`config.mk`:
```
export PLATFORM = sky130hd
export DESIGN_NAME = zed_modeline_ctrl
export DESIGN_NICKNAME = d
export VERILOG_FILES = /design/src/rtl/zed_modeline_ctrl.sv
export SDC_FILE = /design/constraint.sdc
export NUM_CORES = 2
export LEC_CHECK = 0
export ABC_AREA = 1
export CORE_MARGIN = 5
export CORE_UTILIZATION = 55
export CTS_CLUSTER_DIAMETER = 30
export DETAILED_ROUTE_END_ITERATION = 7
export PLACE_DENSITY = 0.73
export SLEW_MARGIN = 30
export SYNTH_ARGS = -nofsm -noshare
export SYNTH_HDL_FRONTEND = slang
export SYNTH_SLANG_ARGS = --single-unit
```
`constraint.sdc`:
```
create_clock -name cpu_clk -period 39.9 [get_ports cpu_clk]
set_clock_uncertainty 0.2 [all_clocks]
set_input_delay 5.985 -clock cpu_clk [delete_from_list [all_inputs] [get_ports cpu_clk]]
set_output_delay 5.985 -clock cpu_clk [all_outputs]
set_load 0.005 [all_outputs]
```
`src/rtl/zed_modeline_ctrl.sv`:
```
// zed_modeline_ctrl: CPU-writable modeline table, shadow load and commit.
// Button selection is built only when ZED_MODECTL_BUTTON_EN is defined.
module zed_modeline_ctrl #(
   parameter int NUM_MODES       = 4,
   parameter int TW              = 12,
   parameter int DEBOUNCE_CYCLES = 65536
) (
   input  logic          cpu_clk,
   input  logic          act_reset,
   input  logic          button,
   input  logic [7:0]    cpu_addr,
   input  logic [7:0]    cpu_wdata,
   input  logic          cpu_wr,
   input  logic          cpu_rd,
   output logic [7:0]    cpu_rdata,
   output logic [TW-1:0] hdisp,
   output logic [TW-1:0] hstart,
   output logic [TW-1:0] hend,
   output logic [TW-1:0] htotal,
   output logic [TW-1:0] vdisp,
   output logic [TW-1:0] vstart,
   output logic [TW-1:0] vend,
   output logic [TW-1:0] vtotal,
   output logic          hsi,
   output logic          vsi,
   output logic [3:0]    mode_idx,
   output logic          commit_toggle,
   output logic          busy
);

   localparam int MW = $clog2(NUM_MODES);
   localparam int NF = NUM_MODES * 8;
   localparam logic [8:0] TBL_BYTES = 9'(NUM_MODES * 16);
   localparam logic [7:0] A_MODE   = 8'hF0;
   localparam logic [7:0] A_STAT   = 8'hF1;
   localparam logic [7:0] A_COMMIT = 8'hF2;

   // hsi/vsi live in bit 15 of htotal/vtotal
   localparam logic [15:0] DFLT [32] = '{
      16'd1280, 16'd1390, 16'd1430, 16'd1650,
      16'd720,  16'd725,  16'd730,  16'd750,
      16'd1280, 16'd1328, 16'd1440, 16'd1688,
      16'd1024, 16'd1025, 16'd1028, 16'd1066,
      16'd720,  16'd736,  16'd798,  16'h8000 | 16'd858,
      16'd480,  16'd489,  16'd495,  16'h8000 | 16'd525,
      16'd800,  16'd840,  16'd968,  16'd1056,
      16'd600,  16'd601,  16'd605,  16'd628
   };

   typedef enum logic [1:0] {
      IDLE,
      LOAD,
      COMMIT
   } state_t;

   function automatic logic [15:0] fmask(input logic [2:0] f);
      logic [15:0] m;
      m = 16'((17'd1 << TW) - 17'd1);
      if (f == 3'd3 || f == 3'd7) m[15] = 1'b1;
      return m;
   endfunction

   function automatic logic [15:0] dflt(input logic [1:0] m,
                                        input logic [2:0] f);
      return DFLT[{m, f}] & fmask(f);
   endfunction

   state_t        state, state_n;
   logic [2:0]    fcnt, fcnt_n;
   logic [MW-1:0] tgt, tgt_n;
   logic [MW-1:0] pend_mode, pend_n;
   logic          pend_v, pend_v_n;
   logic [MW-1:0] mode_r;
   logic          cap, commit;
   logic [15:0]   tbl [NF];
   logic [15:0]   shadow [8];

   logic          is_ctrl, in_tbl, tbl_wr;
   logic [MW+2:0] tbl_idx;
   logic [15:0]   tbl_old, tbl_wdat;
   logic [7:0]    rd_mux;
   logic          trig_cpu, trig, btn_evt;
   logic [MW-1:0] cpu_req, btn_req, req;

   assign is_ctrl = (cpu_addr == A_MODE) || (cpu_addr == A_STAT) ||
                    (cpu_addr == A_COMMIT);
   assign in_tbl  = ({1'b0, cpu_addr} < TBL_BYTES) && !is_ctrl;
   assign tbl_idx = cpu_addr[MW+3:1];
   assign tbl_old = tbl[tbl_idx];
   assign tbl_wr  = cpu_wr && in_tbl;
   assign tbl_wdat = (cpu_addr[0] ? {cpu_wdata, tbl_old[7:0]}
                                  : {tbl_old[15:8], cpu_wdata})
                     & fmask(cpu_addr[3:1]);

   always_comb begin
      rd_mux = 8'h00;
      if (cpu_addr == A_STAT)
         rd_mux = {mode_idx, 2'b00, pend_v, busy};
      else if (in_tbl)
         rd_mux = cpu_addr[0] ? tbl_old[15:8] : tbl_old[7:0];
   end

`ifdef ZED_MODECTL_BUTTON_EN
   localparam int CW = $clog2(DEBOUNCE_CYCLES + 1);
   logic [1:0]    btn_sync;
   logic [CW-1:0] db_cnt;
   logic          db_lvl, db_lvl_q;

   always_ff @(posedge cpu_clk or posedge act_reset) begin
      if (act_reset) begin
         btn_sync <= 2'b00;
         db_cnt   <= '0;
         db_lvl   <= 1'b0;
         db_lvl_q <= 1'b0;
      end else begin
         btn_sync <= {btn_sync[0], button};
         db_lvl_q <= db_lvl;
         if (btn_sync[1] == db_lvl) begin
            db_cnt <= '0;
         end else if (db_cnt == CW'(DEBOUNCE_CYCLES - 1)) begin
            db_lvl <= btn_sync[1];
            db_cnt <= '0;
         end else begin
            db_cnt <= db_cnt + CW'(1);
         end
      end
   end

   assign btn_evt = db_lvl & ~db_lvl_q;
`else
   logic unused_btn;
   assign unused_btn = button ^ (DEBOUNCE_CYCLES == 0);
   assign btn_evt    = 1'b0;
`endif

   assign trig_cpu = cpu_wr &&
                     (cpu_addr == A_MODE || cpu_addr == A_COMMIT);
   assign cpu_req  = (cpu_addr == A_MODE) ? cpu_wdata[MW-1:0] : mode_r;
   // A queued request is the base for a button step
   assign btn_req  = (pend_v ? pend_mode : mode_r) + MW'(1);
   assign trig     = trig_cpu || btn_evt;
   assign req      = trig_cpu ? cpu_req : btn_req;

   always_comb begin
      state_n  = state;
      fcnt_n   = fcnt;
      tgt_n    = tgt;
      pend_v_n = pend_v;
      pend_n   = pend_mode;
      cap      = 1'b0;
      commit   = 1'b0;
      unique case (state)
         IDLE: begin
            if (trig) begin
               state_n = LOAD;
               fcnt_n  = 3'd0;
               tgt_n   = req;
            end
         end
         LOAD: begin
            cap    = 1'b1;
            fcnt_n = fcnt + 3'd1;
            if (fcnt == 3'd7) state_n = COMMIT;
            if (trig) begin
               pend_v_n = 1'b1;
               pend_n   = req;
            end
         end
         COMMIT: begin
            commit = 1'b1;
            fcnt_n = 3'd0;
            if (trig) begin
               state_n  = LOAD;
               tgt_n    = req;
               pend_v_n = 1'b0;
            end else if (pend_v) begin
               state_n  = LOAD;
               tgt_n    = pend_mode;
               pend_v_n = 1'b0;
            end else begin
               state_n = IDLE;
            end
         end
         default: state_n = IDLE;
      endcase
   end

   always_ff @(posedge cpu_clk or posedge act_reset) begin
      if (act_reset) begin
         for (int i = 0; i < NF; i++)
            tbl[i] <= dflt(2'(i / 8), 3'(i % 8));
      end else if (tbl_wr) begin
         tbl[tbl_idx] <= tbl_wdat;
      end
   end

   always_ff @(posedge cpu_clk or posedge act_reset) begin
      if (act_reset) begin
         state         <= IDLE;
         fcnt          <= 3'd0;
         tgt           <= '0;
         pend_v        <= 1'b0;
         pend_mode     <= '0;
         mode_r        <= '0;
         commit_toggle <= 1'b0;
         cpu_rdata     <= 8'h00;
         for (int i = 0; i < 8; i++) shadow[i] <= 16'h0000;
         hdisp  <= TW'(dflt(2'd0, 3'd0));
         hstart <= TW'(dflt(2'd0, 3'd1));
         hend   <= TW'(dflt(2'd0, 3'd2));
         htotal <= TW'(dflt(2'd0, 3'd3));
         vdisp  <= TW'(dflt(2'd0, 3'd4));
         vstart <= TW'(dflt(2'd0, 3'd5));
         vend   <= TW'(dflt(2'd0, 3'd6));
         vtotal <= TW'(dflt(2'd0, 3'd7));
         hsi    <= 1'b0;
         vsi    <= 1'b0;
      end else begin
         state     <= state_n;
         fcnt      <= fcnt_n;
         tgt       <= tgt_n;
         pend_v    <= pend_v_n;
         pend_mode <= pend_n;
         if (cpu_rd) cpu_rdata <= rd_mux;
         if (cap) shadow[fcnt] <= tbl[{tgt, fcnt}];
         if (commit) begin
            hdisp  <= TW'(shadow[0]);
            hstart <= TW'(shadow[1]);
            hend   <= TW'(shadow[2]);
            htotal <= TW'(shadow[3]);
            vdisp  <= TW'(shadow[4]);
            vstart <= TW'(shadow[5]);
            vend   <= TW'(shadow[6]);
            vtotal <= TW'(shadow[7]);
            hsi    <= shadow[3][15];
            vsi    <= shadow[7][15];
            mode_r <= tgt;
            commit_toggle <= ~commit_toggle;
         end
      end
   end

   assign busy     = (state != IDLE);
   assign mode_idx = 4'(mode_r);

endmodule
```
==> Word level (Yosys, flattened, before mapping) <==
Cells that the tools add are included.
{ "word_totals": {"ff_bits": 759, "inputBits": 21} }
{ "op_classes": {"mux": 33, "n_eq_ne": 12, "add_sub_neg": 1, "magnitude_cmp": 6, "bitwise": 5, "reduce_logical": 20} }
{ "op_table": {"columns": ["cell", "n"], "rows": [
  ["$bwmux 512", 1],
  ["$bmux 16 s5", 2],
  ["$bwmux 128", 1],
  ["$mux 16", 7],
  ["$demux 16 s5", 1],
  ["$demux 16 s3", 1],
  ["$eq 8x8->1 const B", 3],
  ["$mux 8", 3],
  ["$and 16x16->16", 1],
  ["$ge 6x6->1 const B", 2],
  ["$mux 2", 6],
  ["$not 5->6", 2],
  ["$pmux 3 s3", 1],
  ["$lt 8x7->1 const B", 1],
  ["$reduce_and 2->1", 4],
  ["$eq 3x3->1 const B", 2],
  ["$lt 6x1->1 const B", 1],
  ["$mux 1", 6],
  ["$ne 2x2->1 const B", 3],
  ["$pmux 2 s3", 1],
  ["$reduce_bool 2->1", 3],
  ["$logic_and 1x1->1", 5],
  ["$ge 4x4->1 const B", 1],
  ["$logic_or 1x1->1", 4],
  ["other kinds (15)", 15]
]} }

==> Logic depth before layout (Yosys ltp) <==
{ "depth": {"ltp_word": 7, "depth_mapped": 15, "depth_no_buf": 13} }

==> Worst setup path after synthesis <==
No wires, ideal clock.
{ "synth_timing": {"path_kind": "input-to-reg", "from": "in cpu_addr[2]", "to": "reg tbl[118] in the netlist's numbering", "arrival_ns": 7.315, "path_slack_ns": 32.267, "cell_stages": 14, "t_required_ns": 39.582, "path_buffers": 4, "setup_ns": 0.118, "path_cell_list": "buf_2 -> inv_4 -> nor2_4 -> buf_6 -> buf_2 -> nand2_1 -> nand4_1 -> nand2_1 -> nand2_1 -> nor2_1 -> nand3_2 -> buf_6 -> nand3_1 -> nand2_1"} }
{ "synth_via": {"elab_chain_cells": 7, "elab_cells_between_ends": 21} }
{ "synth_rtl": {"columns": ["element", "line_no", "text"], "rows": [
  ["start, declared", "11", "input logic [7:0] cpu_addr,"],
  ["$not 5->6 (not written as such)", "89, 193", null],
  ["$bmux 16 s5", "89", "assign tbl_old = tbl[tbl_idx];"],
  ["$mux 16 (not written as such) (2 in series)", "89", null],
  ["$mux 16", "91", "assign tbl_wdat = (cpu_addr[0] ? {cpu_wdata, tbl_old[7:0]}"],
  ["$and 16x16->16", "93", "& fmask(cpu_addr[3:1]);"],
  ["$bwmux 512", "193", "tbl[tbl_idx] <= tbl_wdat;"],
  ["end signal, assigned by index", "191", "tbl[i] <= dflt(2'(i / 8), 3'(i % 8));"],
  ["end signal, assigned by index", "193", null],
  ["end, declared", "75", "logic [15:0] tbl [NF];"]
]} }
Several ways; a longest one is shown, not always the timed one. The select of a mux whose other input is x is not followed.
A chain may end at the register's enable or synchronous reset.

==> Worst setup path in the final report <==
{ "layout_timing": {"from": "in cpu_addr[2]", "to": "reg tbl[218] in the netlist's numbering"} }
The elaborated chain is that of the path after synthesis.

==> results.md <==
Clock network:
- CTS placed an instance of clkbuf_16 at the clock tree root.
- The number of hold-repair buffers added at the cts stage is 0.
- The CTS tree is built.
- The number of buffers inserted by post-CTS setup repair is 0.
- The count of instances resized after the clock tree is built is 0.
- Clock latency on the worst-skew pair, taken at its later pin, is 0.73 ns.
- No sink is reached through more buffers than the 3 on the longest clock path.
- The clock sink total is 633.
- The CTS buffer count is 140.
- The level count of the clock H-tree is 4.
- The clock slew at the register clock pins of the worst setup and hold paths is 0.05 ns.

Worst setup path:
- STA puts the critical path data required time at 40.28 ns.
- The reg-to-reg critical path endpoint is shadow[71].
- The kind of capture point of the worst setup path is a register.
- The startpoint-to-endpoint class of the critical path is in -> reg.
- The register-to-register setup slack is 35.96 ns.
- The startpoint of the lowest-slack register-to-register path is fcnt[0].
- The most critical setup path has its endpoint at tbl[218].
- The timing startpoint of the critical path is cpu_addr[2].
- The count of cells along the worst register-to-register path is 10.
- The arrival time reported for the critical path endpoint is 10.25 ns.
- The nature of the critical path startpoint is an input pin.
- Along the worst path, the maximum fanout reaches 43.

Synthesis:
- The count of flip-flops with a built-in enable after synthesis is 0.
- The synthesized design contains 633 register bits.
- After synthesis, the mean cell area works out to 7.259 um^2.
- The share of flip-flops with an asynchronous set or reset is 1.000.
- The mapped netlist covers 33580 um^2.
- The total number of yosys warnings is 0.
- For this run, the register share of the synthesized area comes to 0.4788.
- Synthesis produced 4626 cells.
- The count of distinct cell types in the synthesized netlist is 37.
- The flip-flop cell with the highest count after synthesis is dfrtp_1.

Layout:
- In the layout the commonest cells are nand2_1, nand3_1, dfrtp_1, nor2_1, inv_1.
- The summed area of non-filler cells in the final layout is 39900 um^2.
- The sequential cell area is 16080 um^2.
- The share of cells above drive strength 1 is 0.1309.
- 0 antenna diodes ended up in the layout.
- The net count reported at finish is 4677.
- Fill cells in the final layout number 5063.
- The library cell used most frequently in the layout, excluding fill and tap cells, is nand2_1.
- For this run, the share of the core covered by cells in the final layout is 0.6599.
- The non-filler instance count after layout is 5555.
- In the final layout, the multi-input gates occupy 14960 um^2.
- Compared with the post-synthesis result, the final layout area differs by 18.82%.

Pwr:
- The largest vdd supply drop is 0.04762 mV.
- The static leakage is 19.96 nW.
- The power density over cell area is 64.07 nW/um^2.
- The completed layout was analyzed and its total power is 2.556 mW.

Placed design:
- Routability-driven placement finished with a final weighted congestion of 0.9801.
- The number of instances in the placed design is 5291.
- Port buffering added 129 buffers.
- The HPWL after detailed placement is 70630 um.
- The placed instance area is 34690 um^2.

GRT:
- The residual overflow from global routing is 0.
- The first global-routing pass estimated 179600 um of wire.
- The pin count of the biggest net entering global routing is 172.
- The number of antenna violations at the first check in global routing is 1.
- The via count of the first global-routing pass is 31090.
- The combined global-route utilization of all metal layers is 0.3468.

Run status:
- The flow ran to the end, and the final reports show no timing, DRC or antenna violations.

Die:
- The number of placed I/O pins is 133.
- The effective utilization at floorplan is 0.5553.
- After floorplanning, the core was sized to cover 60470 um^2.
- The floorplan has 90 rows.
- The width of the chip is 257.1 um.
- The height of the die is 257.1 um.
- The die footprint is 66100 um^2.

Job:
- Max-cap violations in this run came to 0.

STA:
- The number of max-slew violations in the final report is 0.
- In the final timing run, aggregate negative setup slack is 0 ns.
- Setup repair after global routing left no endpoint under its margin.
- The ratio of final minimum period to clock period is 0.2472.
- The final critical path time including I/O delays and setup is 9.865 ns.
- The total setup violations reported at the end of the flow is 0.
- Derived from the worst setup path, the maximum achievable clock frequency is 101.4 MHz.
- The relative max-transition margin is 0.2953.
- The number of hold-slack violations in the final timing report came to 0.
- At the pin with the least slew margin, the transition time is 1.055 ns.

Route:
- The final wirelength is 118300 um.
- After detailed routing, the average wire length per cell comes to 21.29 um.
- In this run the remaining antenna-violating nets after routing total 0.
- The post-route DRC violation count is 0.
- For this block, the initial DRC count from the detailed router was 4333.
- The via density per instance is 5.905.
- The number of vias after detailed routing is 32800.
- The first-pass iteration count of the detailed router is 7.

Hold path:
- The path class of the tightest hold or removal check is reg -> reg.
-- per-stage QoR --
| step | hold WS (ns) | worst slack (ns) |
|---|---|---|
| 5_1_grt | 0.2777 | 30.08 |
| 2_1_floorplan | 0.2473 | 16.30 |
| 6_report | 0.2594 | 30.04 |
| 3_3_place_gp | 0.2516 | 29.60 |
| 3_5_place_dp | 0.2532 | 29.58 |
| 4_1_cts | 0.2614 | 30.30 |
-- power breakdown --
| group | switching [mW] | total (mW) | internal, mW | leakage (nW) |
|---|---|---|---|---|
| clock | 0.383 | 1.24 | 0.858 | 2.48 |
| sequential | 0.0576 | 0.791 | 0.734 | 7.59 |
| combinational | 0.388 | 0.524 | 0.136 | 9.89 |
| total | 0.828 | 2.56 | 1.73 | 20.0 |
-- layer usage --
layer / GRT usage / vias to the layer above / wire length (um)
li1: - / 14720 / -
met1: 0.4434 / 15450 / 44350
met2: 0.5196 / 2138 / 51930
met3: 0.08843 / 492 / 13370
met4: 0.2383 / 0 / 8634
met5: 0 / - / 0
-- synth_stat cells, drive strengths merged (2+ instances only) --
cell,n,area [um^2]
nand2,2124,7993
nand3,476,2540
dfrtp,443,11090
nor2,339,1568
o21ai,306,1550
inv,260,998.4
buf,200,1235
dfstp,190,4992
clkbuf,95,356.6
o211ai,57,427.9
a21oi,54,270.3
nand4,34,212.7
o22ai,27,168.9
nor3,5,70.06
or2,5,31.28
clkinv,3,11.26
ha,2,25.02
mux2i,2,20.02
-- critical path: stages --
cell,delay [ns]
buf_2,0.08
buf_4,0.53
inv_4,0.44
nand2_2,0.13
buf_4,0.44
inv_2,0.51
nand2_1,0.17
nand4_1,0.24
nand2_1,0.13
nand2_1,0.06
nor2_1,0.24
nand3_2,0.78
nand3_1,0.32
nand2_1,0.09
-- cell families after synthesis --
logic type | count (synthesis) | share of synthesized area
flip-flops | 633 | 0.4788
buffers and inverters | 558 | 0.07746
adder cells (fa/ha/maj) | 2 | 0.0007450
AO/OA/AOI/OAI | 445 | 0.07221
other | 1 | 0.0001117
multiplexers | 2 | 0.0005961
AND/OR/NAND/NOR | 2984 | 0.3699
XOR/XNOR | 1 | 0.0002609
-- final cells by class --
type,instances,area share
tap,782,0.02452
timing repair buffer,180,0.04346
inverter,263,0.02568
sequential,633,0.4030
clock inverter,64,0.02565
clock buffer,197,0.1028
multi-input combinational,3436,0.3748
-- worst min-delay path by stage --
stage                      startpoint          to  slack [ns]  depth (start not counted)
after floorplan              tbl[386]    tbl[386]        0.25                          2
after global placement        hend[7]     hend[7]        0.25                          2
after detailed placement   htotal[10]  htotal[10]        0.25                          2
after CTS                  htotal[10]  htotal[10]        0.26                          2
after global routing        vstart[4]   vstart[4]        0.28                          2
final                     shadow[101]   hstart[5]        0.26                          2
-- state kept, by name, indices dropped and copies added (netlist names), 8 cells and up --
signal     count
cpu_rdata      8
hend          12
vtotal        12
hdisp         12
vdisp         12
vend          12
hstart        12
htotal        12
tbl          416
shadow        98
vstart        12
Power figures use the tool's default switching activity.
